===== src/rtl/tdm_demux16_rx.sv =====
// rtl/tdm_demux16_rx.sv - serial TDM frame receiver rebuilding an N-bit parallel word
module tdm_demux16_rx #(
    parameter int N  = 16,
    parameter int SW = $clog2(N)
) (
    input  logic          clk,
    input  logic          rst_n,
    input  logic          en,
    input  logic          sync,
    input  logic          din,
    output logic [N-1:0]  data_out,
    output logic          valid,
    output logic          frame_err,
    output logic [SW-1:0] slot
);

    typedef enum logic {
        IDLE = 1'b0,
        RUN  = 1'b1
    } state_t;

    localparam logic [SW-1:0] LAST_SLOT  = SW'(N - 1);
    localparam logic [SW-1:0] FIRST_NEXT = SW'(1);

    state_t        state;
    state_t        state_nxt;
    logic [N-1:0]  shadow;
    logic [N-1:0]  shadow_nxt;
    logic [N-1:0]  data_out_nxt;
    logic [SW-1:0] slot_nxt;
    logic          valid_nxt;
    logic          frame_err_nxt;

    // FSM state register
    always_ff @(posedge clk or negedge rst_n) begin
        if (!rst_n) begin
            state <= IDLE;
        end else begin
            state <= state_nxt;
        end
    end

    // Next-state and datapath decode; a sync strobe always restarts at slot 0
    always_comb begin
        state_nxt     = state;
        shadow_nxt    = shadow;
        data_out_nxt  = data_out;
        slot_nxt      = slot;
        valid_nxt     = 1'b0;
        frame_err_nxt = 1'b0;
        if (en) begin
            case (state)
                IDLE: begin
                    if (sync) begin
                        shadow_nxt    = '0;
                        shadow_nxt[0] = din;
                        slot_nxt      = FIRST_NEXT;
                        state_nxt     = RUN;
                    end
                end
                RUN: begin
                    if (sync) begin
                        frame_err_nxt = 1'b1;
                        shadow_nxt    = '0;
                        shadow_nxt[0] = din;
                        slot_nxt      = FIRST_NEXT;
                    end else if (slot == LAST_SLOT) begin
                        data_out_nxt        = shadow;
                        data_out_nxt[N-1]   = din;
                        valid_nxt           = 1'b1;
                        slot_nxt            = '0;
                        state_nxt           = IDLE;
                    end else begin
                        shadow_nxt[slot] = din;
                        slot_nxt         = slot + 1'b1;
                    end
                end
                default: begin
                    state_nxt = IDLE;
                    slot_nxt  = '0;
                end
            endcase
        end
    end

    // Registered datapath and output pulses
    always_ff @(posedge clk or negedge rst_n) begin
        if (!rst_n) begin
            shadow    <= '0;
            data_out  <= '0;
            slot      <= '0;
            valid     <= 1'b0;
            frame_err <= 1'b0;
        end else begin
            shadow    <= shadow_nxt;
            data_out  <= data_out_nxt;
            slot      <= slot_nxt;
            valid     <= valid_nxt;
            frame_err <= frame_err_nxt;
        end
    end

endmodule


===== config.mk =====
export PLATFORM = sky130hd
export DESIGN_NAME = tdm_demux16_rx
export DESIGN_NICKNAME = d
export VERILOG_FILES = /design/src/rtl/tdm_demux16_rx.sv
export SDC_FILE = /design/constraint.sdc
export NUM_CORES = 1
export LEC_CHECK = 0
export ABC_AREA = 1
export CORE_ASPECT_RATIO = 0.75
export CORE_MARGIN = 2
export CORE_UTILIZATION = 35
export DETAILED_ROUTE_END_ITERATION = 12
export GPL_ROUTABILITY_DRIVEN = 1
export SLEW_MARGIN = 10
export SYNTH_ARGS = -nofsm -noshare
export SYNTH_HDL_FRONTEND = slang
export SYNTH_SLANG_ARGS = --single-unit

===== constraint.sdc =====
create_clock -name clk -period 1.85 [get_ports clk]
set_clock_uncertainty 0.15 [all_clocks]
set_input_delay 0.4625 -clock clk [delete_from_list [all_inputs] [get_ports clk]]
set_output_delay 0.4625 -clock clk [all_outputs]
set_load 0.02 [all_outputs]

* Word level (Yosys, flattened, before mapping)
Cells that the tools add are included.
Cells by class: add/sub/neg operators 1, magnitude comparators 2, eq/ne operators 3, mux-type cells 21, bitwise logic cells 2, reductions and logical operators 4
Operator list (number):
- 16-bit 2-to-1 mux | 3
- 16-bit case mux with 2 select lines | 1
- 16-bit bitwise mux | 1
- 4-bit 2-to-1 mux | 3
- 1-bit 2-to-1 mux | 10
- 4-bit case mux with 2 select lines | 1
- 4-bit by 5-bit less-than comparator with 1-bit output, second input constant | 1
- 4-bit by 1-bit adder with 4-bit output, second input constant | 1
- 1-bit demux with 4-bit select | 1
- 4-bit == test, second input constant | 1
- 4-bit by 1-bit >= comparator with 1-bit output, second input constant | 1
- 4-bit AND reduction | 1
- 3-bit != test, second input constant | 1
- 3-bit AND reduction | 1
- 2-bit != test, second input constant | 1
- 1-bit inverter | 2
- 1-bit case mux with 2 select lines | 1
- 2-bit AND reduction | 1
- 1-bit logical AND | 1
Storage, ports and cells: register bits 39, input bits 5, output and inout port bits 22, logic and storage cells 39

* Longest topological paths before layout
Gate-level depths: netlist of the first run.
word-level depth 8, depth in mapped cells 8, gate-level depth less buffers 8

* Worst setup path before layout of the first run
No wires, ideal clock.
path kind register to register, from reg slot[1], to reg data_out[10], library setup time 0.116 ns, data arrival time 1.317 ns, data required time 1.584 ns, setup slack 0.267 ns, stages on the path, launching flop included 8, buffers on the path 1, clock period less this slack 1.583 ns, path through dfrtp_1 ha_1 nand3_4 nor2_4 nand2_4 buf_2 nand2_1 nand2_1
Between the ends: word-level cells in the longest chain between the ends 2
Ends and longest elaborated chain:
- start, declared | line 14 | output logic [SW-1:0] slot
- start signal, assigned | line 97 | slot <= slot_nxt;
- 4-bit == test | line 67 | end else if (slot == LAST_SLOT) begin
- 4-bit AND reduction (no source line)
- end signal, assigned | line 96 | data_out <= data_out_nxt;
- end, declared | line 11 | output logic [N-1:0] data_out,
No other way between the ends. A chain may end at the register's enable or synchronous reset.

* Final worst setup path of the first run
from reg slot[1], to out slot[1]
No word-level cell between the ends.

==> qor.txt, run 1 <==
Status -> finished, final reports clean
CP Class -> flip-flop to output port
Crit Path Max Fanout -> 5
Synth Cell Area -> 0.00177 mm2
Psw -> 0.492 mW
Int Pwr -> 1.26 mW
DRT antenna net count -> 0
RSZ-0062 raised after global routing -> no
Chip Height -> 65.6 um
Buffers on Ports -> 26
Die W -> 86.1 um
Row cnt -> 22
Vias per Instance -> 4.56
Root buffer cell -> clkbuf_8
# Post-CTS Setup Buffers -> 0
Vias -> 1,458
Total wire length -> 3.71 mm
Gpl congestion -> 0.817
Slowest stage cell, crit path -> dfrtp_1
Synth Area per Inst -> 8.27 um2
CTS Buffer Depth -> 2
WL per Instance -> 11.6 um
TNS Setup -> 0 ns
Tmin final -> 1.70 ns
Clk pwr share -> 0.344
Final Cycle Share -> 0.917
Nets@finish -> 268
Pre-CTS WS -> -0.181 ns
Pwr dens -> 763 mW/mm2
Hpwl dp -> 2.74 mm
Worst-path clk slew -> 0.08 ns
First-pass GRT wire length -> 6.78 mm
GR Overflow Total -> 0
DR DRC count -> 0
Area of the multi-input gates -> 722 um2
CTS tree -> yes
F_max -> 0.589 GHz
Initial Utilization -> 0.363
Cells after Synth -> 214
Share of layout cells above drive strength 1 -> 0.135
HP Class -> flip-flop to flip-flop
Area Growth Syn to Fin -> 29.7%
Worst Setup End Kind -> output port
Clock latency on the worst-skew pair -> 0.29 ns
Hold Fails Final Rpt -> 0
Max stage delay on crit path -> 0.43 ns
FF+latch count, synth -> 38
Peak VDD IR -> 0.445 mV
Fin. max-slew vios -> 0
Antenna violations before repair -> 0
Slew @ Worst Pin -> 0.231 ns
Pre-antenna DRT Iters -> 4
Worst setup SP type -> flip-flop
Antenna cells -> 0
I/O pin cnt -> 27
Final setup violation count -> 0
Pleak -> 1.33 nW
First DRT Iteration DRCs -> 65
Die ar. -> 0.00565 mm2
TritonCTS buffer count -> 5
Sequential area share after synthesis -> 0.537
Post-synthesis net count -> 223
Fillcell total -> 510
# H-tree levels -> 2
Core area -> 0.00487 mm2
Max-Cap Viols -> 0
Combinational share of power -> 0.152
Crit path buf inv count -> 1
CP arrival -> 1.08 ns
Area occupied by registers -> 951 um2
Switching share of power -> 0.281
Util after Layout -> 0.471
Setup ws final -> 0.153 ns
Synth unique cells -> 22
Rel. slew slack -> 0.846
Critical-path cell list -> dlygate4sd2_1
Flop pwr share -> 0.504
CTS Sinks -> 38
Vias in the first global route -> 1,519
Data required, critical path -> 1.24 ns
CP top delay family -> flip-flops
Total track usage -> 0.157
Ys Warns -> 0
Largest net degree at the start of global routing -> 31
==> path summary, 6_finish.rpt <==
kind	start	to	slack, ns	depth (start not counted)
worst max-delay path	slot[1]	slot[1]	0.15	1
worst min-delay path	data_out[8]	data_out[8]	0.32	2
worst max register to register	slot[1]	data_out[5]	0.29	7
worst min register to register	data_out[8]	data_out[8]	0.32	2
max in group asynchronous	rst_n	slot[1]	0.73	3
min in group asynchronous	rst_n	data_out[14]	0.40	2
==> Yosys cell counts <==
| cell type | n | area share |
|---|---|---|
| dfrtp_1 | 38 | 0.54 |
| nand3_1 | 9 | 0.025 |
| xor2_1 | 1 | 0.0050 |
| a31oi_1 | 1 | 0.0035 |
| buf_6 | 2 | 0.013 |
| buf_4 | 1 | 0.0042 |
| nor2_1 | 17 | 0.036 |
| inv_1 | 14 | 0.030 |
| ha_1 | 4 | 0.028 |
| o21ai_1 | 1 | 0.0028 |
| a21oi_1 | 1 | 0.0028 |
| inv_2 | 1 | 0.0021 |
| nor3_4 | 1 | 0.0092 |
| nand2_2 | 3 | 0.011 |
| nand4_1 | 1 | 0.0035 |
| o21ai_0 | 16 | 0.045 |
| nor2_4 | 2 | 0.013 |
| nand3_4 | 1 | 0.0099 |
| buf_2 | 2 | 0.0057 |
| clkinv_2 | 1 | 0.0028 |
| nand2_1 | 96 | 0.20 |
| nand2_4 | 1 | 0.0064 |
==> kinds of logic after synthesis <==
logic type	Yosys count	share of synthesized area
compound gates	19	0.0545
xor+xnor	1	0.00495
fa+ha+maj	4	0.0283
buf+inv	21	0.0573
flops	38	0.537
simple gates	131	0.318
==> registers in the layout, indices dropped and copies added, names as in the netlist <==
register and cells:
data_out 16, state 1, shadow 15, valid 1, frame_err 1, slot 4
==> cells in the final DEF, fill, tap and decap left out <==
cell type        instances
nand2_1                 96
dfrtp_1                 38
dlygate4sd2_1           20
nor2_1                  17
o21ai_0                 16
inv_1                   14
buf_4                   14
nand3_1                  9
clkbuf_8                 6
ha_1                     4
clkdlybuf4s50_1          3
nor2_4                   2
nand2_4                  2
clkinv_2                 2
nand2_2                  2
dlymetal6s2s_1           2
buf_12                   2
nand3_4                  1
a21oi_1                  1
a31oi_1                  1
xor2_1                   1
nand4_1                  1
inv_2                    1
nor3_4                   1
o21ai_1                  1
clkinvlp_4               1
dlygate4sd3_1            1
buf_2                    1
==> per-layer routing <==
layer,GRT usage,vias to the layer above,share of wire
li1,-,758,-
met1,0.214,666,0.52
met4,0.0754,0,0.019
met3,0.0427,7,0.045
met5,0,-,0
met2,0.232,27,0.42
==> layout make-up <==
type,count,share of cell area
clock buffer,6,0.0360
multi-input combinational,155,0.315
clock inverter,2,0.00545
timing repair buffer,43,0.170
sequential,38,0.414
tap,60,0.0327
inverter,16,0.0267
==> stage by stage <==
step	hold slack (ns)	power, mW	area (um2)	std cells
final	0.324	1.75	2290	320
after global routing	0.342	1.85	2290	320
after CTS	0.331	1.77	2280	320
after detailed placement	0.181	1.17	2200	311
after global placement	0.180	1.17	2200	311
after floorplan	0.0169	1.05	1770	214
==> power groups by stage <==
| stage | clock, mW | sequential, mW | combinational [mW] |
|---|---|---|---|
| finish | 0.603 | 0.882 | 0.265 |
| global route | 0.661 | 0.886 | 0.302 |
| CTS | 0.617 | 0.882 | 0.269 |
| detailed placement | 0 | 0.899 | 0.275 |
| global placement | 0 | 0.899 | 0.273 |
| floorplan | 0 | 0.920 | 0.128 |
==> timing repair <==
| item | CTS | global route |
|---|---|---|
| endpoints found under the setup margin | 20 | 4 |
| gates resized for setup | 20 | 3 |
| pin swaps | 0 | 0 |
| hold buffers | 1 | 0 |
| hold endpoints to repair | 8 | 0 |
Note: power is estimated with default switching activity, not from simulation.
==> run 2: changes to the inputs <==
- CAP_MARGIN: default -> 20
==> results of run 2 <==
Same layout as run 1: the final DEF is identical, and so are final timing and power.
